$ cat config.mk
export PLATFORM = sky130hd
export DESIGN_NAME = axis_pkt_arbiter_flat
export DESIGN_NICKNAME = d
export VERILOG_FILES = /design/src/rtl/axis_pkt_arbiter_if.sv /design/src/rtl/axis_pkt_arbiter.sv /design/src/flat_wrapper.sv
export SDC_FILE = /design/constraint.sdc
export NUM_CORES = 1
export LEC_CHECK = 0
export BUFFER_PORTS_ARGS = -buffer_cell sky130_fd_sc_hd__buf_4
export CORE_MARGIN = 2
export CORE_UTILIZATION = 35
export CTS_BUF_LIST = sky130_fd_sc_hd__clkbuf_4 sky130_fd_sc_hd__clkbuf_8
export DETAILED_ROUTE_END_ITERATION = 8
export PLACE_DENSITY = 0.8
export SLEW_MARGIN = 20
export SYNTH_ARGS = -nofsm -noshare
export SYNTH_HDL_FRONTEND = slang
export SYNTH_SLANG_ARGS = --single-unit
$ cat constraint.sdc
create_clock -name clk -period 1.68 [get_ports clk]
set_clock_uncertainty 0.1 [all_clocks]
set_input_delay 0.084 -clock clk [delete_from_list [all_inputs] [get_ports clk]]
set_output_delay 0.084 -clock clk [all_outputs]
set_load 0.01 [all_outputs]
$ cat src/rtl/axis_pkt_arbiter_if.sv
// Stream bundle between the packet arbiter and its environment: NUM_SRC source lanes in, one tagged lane out.
// The master modport is the arbiter's view; the slave modport is the sources-plus-sink side.
interface axis_pkt_arbiter_if #(
  parameter int DW      = 8,
  parameter int NUM_SRC = 4
);
  localparam int IDW = $clog2(NUM_SRC);

  logic [NUM_SRC*DW-1:0] s_tdata;
  logic [NUM_SRC-1:0]    s_tvalid;
  logic [NUM_SRC-1:0]    s_tlast;
  logic [NUM_SRC-1:0]    s_tready;

  logic [DW-1:0]         m_tdata;
  logic                  m_tvalid;
  logic                  m_tlast;
  logic [IDW-1:0]        m_tid;
  logic                  m_tready;

  modport master (
    input  s_tdata, s_tvalid, s_tlast, m_tready,
    output s_tready, m_tdata, m_tvalid, m_tlast, m_tid
  );

  modport slave (
    output s_tdata, s_tvalid, s_tlast, m_tready,
    input  s_tready, m_tdata, m_tvalid, m_tlast, m_tid
  );
endinterface

$ cat src/rtl/axis_pkt_arbiter.sv
// Packet-level round-robin arbiter: NUM_SRC AXI-Stream sources share one registered output stage,
// the grant is locked from first beat to tlast so packets never interleave.
//
// state | meaning
// IDLE  | no grant held; pick next requester after rr_ptr, no beat accepted
// BUSY  | grant_q owns the output until its tlast beat is accepted
module axis_pkt_arbiter #(
  parameter int DW      = 8,
  parameter int NUM_SRC = 4
) (
  input  logic                 clk,
  input  logic                 rst_n,
  axis_pkt_arbiter_if.master   bus,
  output logic                 busy
);
  localparam int IDW = $clog2(NUM_SRC);

  typedef enum logic {
    IDLE = 1'b0,
    BUSY = 1'b1
  } state_t;

  state_t               state_q, state_d;
  logic [IDW-1:0]       grant_q, grant_d;
  logic [IDW-1:0]       rr_ptr_q, rr_ptr_d;
  logic [DW-1:0]        m_tdata_q, m_tdata_d;
  logic                 m_tvalid_q, m_tvalid_d;
  logic                 m_tlast_q, m_tlast_d;
  logic [IDW-1:0]       m_tid_q, m_tid_d;
  logic [NUM_SRC-1:0]   s_tready_c;
  logic                 out_free;

  // First requester strictly after ptr, wrapping modulo NUM_SRC.
  function automatic logic [IDW-1:0] rr_pick(input logic [NUM_SRC-1:0] req,
                                             input logic [IDW-1:0]     ptr);
    logic [IDW-1:0] pick;
    logic           found;
    int             idx;
    pick  = ptr;
    found = 1'b0;
    for (int k = 1; k <= NUM_SRC; k++) begin
      idx = (int'(ptr) + k) % NUM_SRC;
      if (!found && req[idx]) begin
        found = 1'b1;
        pick  = IDW'(idx);
      end
    end
    return pick;
  endfunction

  always_comb begin
    state_d    = state_q;
    grant_d    = grant_q;
    rr_ptr_d   = rr_ptr_q;
    m_tdata_d  = m_tdata_q;
    m_tvalid_d = m_tvalid_q;
    m_tlast_d  = m_tlast_q;
    m_tid_d    = m_tid_q;
    s_tready_c = '0;
    out_free   = ~m_tvalid_q | bus.m_tready;

    if (m_tvalid_q && bus.m_tready) begin
      m_tvalid_d = 1'b0;
    end

    case (state_q)
      IDLE: begin
        if (|bus.s_tvalid) begin
          grant_d = rr_pick(bus.s_tvalid, rr_ptr_q);
          state_d = BUSY;
        end
      end
      BUSY: begin
        s_tready_c[grant_q] = out_free;
        // An accepted beat overrides the drain above, keeping 1 beat/cycle.
        if (bus.s_tvalid[grant_q] && out_free) begin
          m_tdata_d  = bus.s_tdata[int'(grant_q)*DW +: DW];
          m_tlast_d  = bus.s_tlast[grant_q];
          m_tid_d    = grant_q;
          m_tvalid_d = 1'b1;
          if (bus.s_tlast[grant_q]) begin
            rr_ptr_d = grant_q;
            state_d  = IDLE;
          end
        end
      end
    endcase
  end

  always_ff @(posedge clk or negedge rst_n) begin
    if (!rst_n) begin
      state_q    <= IDLE;
      grant_q    <= '0;
      rr_ptr_q   <= IDW'(NUM_SRC - 1);
      m_tdata_q  <= '0;
      m_tvalid_q <= 1'b0;
      m_tlast_q  <= 1'b0;
      m_tid_q    <= '0;
    end else begin
      state_q    <= state_d;
      grant_q    <= grant_d;
      rr_ptr_q   <= rr_ptr_d;
      m_tdata_q  <= m_tdata_d;
      m_tvalid_q <= m_tvalid_d;
      m_tlast_q  <= m_tlast_d;
      m_tid_q    <= m_tid_d;
    end
  end

  assign bus.s_tready = s_tready_c;
  assign bus.m_tdata  = m_tdata_q;
  assign bus.m_tvalid = m_tvalid_q;
  assign bus.m_tlast  = m_tlast_q;
  assign bus.m_tid    = m_tid_q;
  assign busy         = (state_q == BUSY);

endmodule

$ cat src/flat_wrapper.sv
// flat-port wrapper written by rule: the top's interface ports become plain ports
module axis_pkt_arbiter_flat 
#(
  parameter int DW      = 8,
  parameter int NUM_SRC = 4
)
  (clk, rst_n, busy, bus_s_tdata, bus_s_tvalid, bus_s_tlast, bus_m_tready, bus_s_tready, bus_m_tdata, bus_m_tvalid, bus_m_tlast, bus_m_tid);
  axis_pkt_arbiter_if #(.DW(DW), .NUM_SRC(NUM_SRC)) bus_i ();
  input  logic clk;
  input  logic rst_n;
  output logic busy;
  input wire logic [$bits(bus_i.s_tdata)-1:0] bus_s_tdata;
  input wire logic [$bits(bus_i.s_tvalid)-1:0] bus_s_tvalid;
  input wire logic [$bits(bus_i.s_tlast)-1:0] bus_s_tlast;
  input wire logic [$bits(bus_i.m_tready)-1:0] bus_m_tready;
  output wire logic [$bits(bus_i.s_tready)-1:0] bus_s_tready;
  output wire logic [$bits(bus_i.m_tdata)-1:0] bus_m_tdata;
  output wire logic [$bits(bus_i.m_tvalid)-1:0] bus_m_tvalid;
  output wire logic [$bits(bus_i.m_tlast)-1:0] bus_m_tlast;
  output wire logic [$bits(bus_i.m_tid)-1:0] bus_m_tid;
  assign bus_i.s_tdata = bus_s_tdata;
  assign bus_i.s_tvalid = bus_s_tvalid;
  assign bus_i.s_tlast = bus_s_tlast;
  assign bus_i.m_tready = bus_m_tready;
  assign bus_s_tready = bus_i.s_tready;
  assign bus_m_tdata = bus_i.m_tdata;
  assign bus_m_tvalid = bus_i.m_tvalid;
  assign bus_m_tlast = bus_i.m_tlast;
  assign bus_m_tid = bus_i.m_tid;
  axis_pkt_arbiter #(.DW(DW), .NUM_SRC(NUM_SRC)) u_core (.clk(clk), .rst_n(rst_n), .bus(bus_i), .busy(busy));
endmodule
# After elaboration in Yosys (flattened, before gate mapping)
# Index checks and enable logic that the tools add are counted.
# W data, S select, Z words.
dict set report word_totals {
  elab_cells 82
  output_inout_bits 17
  regBits 17
  mem_bits_ro 0
  latchBits 0
  memories 0
  inputBits 43
  ramBits 0
}
dict set report classes {
  shift 1
  muxes 39
  n_mul 0
  n_lt_le_gt_ge 6
  n_reduce_logical 17
  div 0
  add_sub_neg 4
  n_bitwise 8
  eq_ne 0
}
# cell count
set ops {}
lappend ops {{$shiftx A32 B6 Y8} 1}
lappend ops {{$mux W1} 26}
lappend ops {{$lt A3 B4 Y1 const B} 4}
lappend ops {{$bmux W1 S2} 6}
lappend ops {{$mux W2} 4}
lappend ops {{$reduce_or A2 Y1} 4}
lappend ops {{$logic_and A1 B1 Y1} 6}
lappend ops {{$add A2 B1 Y2 const B} 2}
lappend ops {{$add A2 B2 Y2 const B} 2}
lappend ops {{$and A1 B1 Y1 const A} 4}
lappend ops {{$and A4 B4 Y4} 1}
lappend ops {{$mux W4} 1}
lappend ops {{$reduce_and A2 Y1} 2}
lappend ops {{$reduce_or A4 Y1} 1}
lappend ops {{$logic_not A1 Y1} 3}
lappend ops {{$lt A2 B3 Y1 const B} 1}
lappend ops {{$reduce_and A3 Y1} 1}
lappend ops {{$demux W1 S2} 1}
lappend ops {{$ge A2 B1 Y1 const B} 1}
lappend ops {{$not A1 Y1} 2}
lappend ops {{$pmux W1 S2} 1}
lappend ops {{$or A1 B1 Y1} 1}

# Depth between registers and ports, before layout
dict set report logic_depth {
  depth_word 22
  depth_mapped 6
  depth_no_buf 4
}

# Worst setup path before layout
# Ideal clock, no wire load.
dict set report synth_path {
  path_kind {flip-flop to flip-flop}
  start {reg u_core.grant_q[1]}
  end {reg u_core.m_tdata_q[1], in the netlist u_core.bus.m_tdata[1]}
  path_buffers 2
  slack_ps -42
  arrival_ps 1497
  setup_time_ps 125
  stages_incl_launch_ff 6
  period_less_slack_ps 1722
  t_required_ps 1455
  cell_sequence {dfrtp_1 -> buf_6 -> mux4_2 -> nand3_2 -> buf_8 -> mux2_4}
}
dict set report synth_via {
  elab_chain_len 4
  word_cells_on_any_way 5
  classes_between {shift: 1; mux: 2; reduce/logical: 2}
}
# element line_no
set synth_rtl {}
lappend synth_rtl {{start: declaration} axis_pkt_arbiter.sv:24} ;# logic [IDW-1:0] grant_q, grant_d;
lappend synth_rtl {{start signal: assignment} axis_pkt_arbiter.sv:101} ;# grant_q <= grant_d;
lappend synth_rtl {{branches (longest 4 deep; another with $shiftx A32 B6 Y8)} --}
lappend synth_rtl {{end signal: assignment} axis_pkt_arbiter.sv:103} ;# m_tdata_q <= m_tdata_d;
lappend synth_rtl {{end: declaration} axis_pkt_arbiter.sv:26} ;# logic [DW-1:0] m_tdata_q, m_tdata_d;
# Parallel ways; which one is timed is not known. The select of a mux whose other input is x is not followed.
# A chain may end at the register's enable or synchronous reset.

# Worst setup path after layout
dict set report layout_path {
  start {reg u_core.grant_q[1]}
  end {reg u_core.m_tdata_q[3], in the netlist u_core.bus.m_tdata[3]}
}
# Same word-level chain as after synthesis.

==> impl_metrics.tcl <==
set metrics [dict create \
    status "completed" \
    wl_mm 3.15 \
    ys_ff_latch 17 \
    synth-edff-count 0 \
    io_buffers 59 \
    grt_setup_unrepaired "true" \
    cp_max_fo 5 \
    cts_max_level 1 \
    cp_data_required_time_ns 1.77 \
    cts.reportedPaths.clkPinSlew_ns 0.11 \
    cp_top_family "multiplexers" \
    tightest_slew_ns 0.329 \
    hold_path_class "in2reg" \
    crit_chain "mux4_2 > nand3_2 > mux2_4" \
    path_buf_inv 0 \
    grt_use_total_pct 18.6 \
    synth_top_family_by_area "multiplexers" \
    dr.first_iter.drc_count 30 \
    crit_path_end_kind "flop" \
    hp-start "bus_s_tvalid[2]" \
    vdd_drop_max_uv 508 \
    finalHoldViolations 0 \
    syn_nets 129 \
    die_h_microns 59.9 \
    max_stage_delay_ns 0.57 \
    core_sq_um 3000 \
    synth-compound-area-share_pct 7.45 \
    syn_to_final_growth_pct 49.8 \
    io_pins 60 \
    tritoncts "done" \
    wire_per_inst_microns 17.2 \
    dr.pass1.iters 4 \
    synthTopCellsByArea "dfrtp_1 34%, mux4_2 19%, mux2_4 6.9%" \
    place_congestion 0.744 \
    finalCritPeriodShare_pct 98.8 \
    reg2reg_from "u_core.grant_q[1]$_DFFE_PN0P_" \
    cp-start-kind "flop" \
    leakage_nw 0.787 \
    synth_simple_gate_area_share_pct 12.8 \
    maxCapViolCount 0 \
    via_per_inst 5.48 \
    syn_area_sq_um 1090 \
    timing.fmax_mhz 602 \
    maxSlewViolCount 0 \
    nets 194 \
    crit_start "u_core.grant_q[1]$_DFFE_PN0P_" \
    synthAdderAreaFrac_pct 0 \
    antenna_found_initial 0 \
    whs_ns 0.0509 \
    antennaDiodeCount 0 \
    synthFlopType "dfrtp_1" \
    post-route-util_pct 54.5 \
    die_x_microns 59.9 \
    setup-violations-final 0 \
    synth_cells 86 \
    vias 1002 \
    synth_xor_area_share_pct 0 \
    ys_seq_area_share_pct 39.2 \
    num-fill-cells 265 \
    synthArstFlopShare_pct 100 \
    crit_arrival_ns 1.75 \
    synthTopCellsByCount "15 x dfrtp_1, 9 x mux4_2, 7 x nand2_1" \
    yosys_warnings 0 \
    ant_nets 0 \
    ys_types 33 \
    drc 0 \
    grt_pass1_wl_mm 4.79 \
    powerDensity_nw_per_um2 1730 \
    maxSlewHeadroom_pct 78.0 \
    cts.sinks 17 \
    avgSynthCellArea_sq_um 12.7 \
    cts_root_buffer "clkbuf_4" \
    clock_path_buffers 2 \
    insertion_delay_ns 0.29 \
    synth_area_leader_cell "dfrtp_1" \
    cts_buffers 3 \
    grt_pass1_vias 1003 \
    layout-drive-gt1-share_pct 62.0 \
    overflow 0 \
    cp_slowest_cell "mux4_2" \
    initial_core_util_pct 36.4 \
    crit_type "reg2reg" \
    rows 20 \
    synthMuxAreaShare_pct 34.8 \
    grt_max_degree 18 \
    post-route-min-period_ns 1.66 \
    yosysTopAreaCellShare_pct 34.4 \
    yosysMostFrequentCell "dfrtp_1" \
    place_hpwl_mm 2.38 \
    die_area_sq_um 3580 \
]
through the flow:
step / total power, mW / setup slack, ns / instances / setup TNS [ns] / cell area [sq um]
detailed placement: 2.48 / -0.0940 / 176 / -0.545 / 1560
floorplan: 1.92 / -0.0419 / 86 / -0.210 / 1090
CTS: 2.79 / -0.0155 / 183 / -0.0448 / 1620
finish: 2.83 / 0.0197 / 183 / 0 / 1640
global route: 3.02 / -0.0346 / 183 / -0.227 / 1640
global placement: 2.41 / -0.0502 / 176 / -0.176 / 1560
timing repair:
| item | 4_1_cts | 5_1_grt |
|---|---|---|
| cloned | 1 | 0 |
| pin swaps | 0 | 2 |
| setup endpoints to repair | 8 | 10 |
| buffers inserted | 1 | 0 |
| gates resized for setup | 2 | 4 |
| endpoints found under the hold margin | 17 | 0 |
| hold buffers | 1 | 0 |
worst paths after layout:
kind                                                      to  slack (ns)  cells after the start
setup / recovery           u_core.bus.m_tdata[3]$_DFFE_PN0P_        0.02                      3
min in group asynchronous  u_core.bus.m_tdata[4]$_DFFE_PN0P_        0.08                      2
hold / removal                         u_core.busy$_DFF_PN0_        0.05                      3
max in group asynchronous     u_core.rr_ptr_q[0]$_DFFE_PN1P_        1.14                      2
hold reg to reg              u_core.bus.m_tid[1]$_DFFE_PN0P_        0.40                      2
setup reg to reg           u_core.bus.m_tdata[3]$_DFFE_PN0P_        0.02                      3
report_power, final:
part | leakage, nW | total [mW] | switching, mW | internal [mW]
Clock | 0.0177 | 0.228 | 0.139 | 0.0886
Combinational | 0.573 | 1.75 | 0.717 | 1.04
Sequential | 0.196 | 0.850 | 0.207 | 0.643
Total | 0.787 | 2.83 | 1.06 | 1.77
placed cells by master (no fill, tap or decap), drive strengths merged, types with 2 or more instances in the layout:
cell type | Yosys | layout
buf | 6 | 65
dfrtp | 15 | 15
mux4 | 10 | 10
mux2 | 10 | 10
nand2 | 7 | 7
nor3 | 4 | 4
o21ai | 4 | 4
nor2 | 3 | 3
nor2b | 3 | 3
clkbuf | 1 | 3
nand3 | 2 | 3
inv | 2 | 2
nor3b | 2 | 2
o221ai | 2 | 2
mux2i | 2 | 2
dfstp | 2 | 2
nand2b | 2 | 2
tightest hold or removal path: stages:
cell    delay, ns
buf_4        0.12
or4_1        0.12
o21a_1       0.10
per-layer routing:
| metal | share of wire (%) | GRT usage (%) | vias up |
|---|---|---|---|
| met2 | 52 | 33.5 | 57 |
| met3 | 7.5 | 3.03 | 4 |
| met1 | 40 | 20.9 | 485 |
| li1 | - | - | 456 |
| met4 | 1.4 | 9.21 | 0 |
| met5 | 0 | 0 | - |
final cells by class:
class | count | area, sq um | share of cell area, %
Inverter | 2 | 7.51 | 0.459
Clock inverter | 1 | 5.00 | 0.306
Tap cell | 33 | 41.3 | 2.52
Multi-Input combinational cell | 61 | 633 | 38.7
Timing Repair Buffer | 66 | 498 | 30.4
Clock buffer | 3 | 22.5 | 1.38
Sequential cell | 17 | 429 | 26.2
registers in the layout, indices dropped and copies added (netlist names):
register             count
u_core.bus.m_tlast       1
u_core.bus.m_tdata       8
u_core.bus.m_tid         2
u_core.rr_ptr_q          2
u_core.busy              1
u_core.bus.m_tvalid      1
u_core.grant_q           2
cells by family after synthesis:
| logic type | Yosys count |
|---|---|
| AND/OR/NAND/NOR | 26 |
| multiplexers | 22 |
| flip-flops | 17 |
| AO/OA/AOI/OAI | 12 |
| buffers and inverters | 9 |
Power figures use the tool's default switching activity.
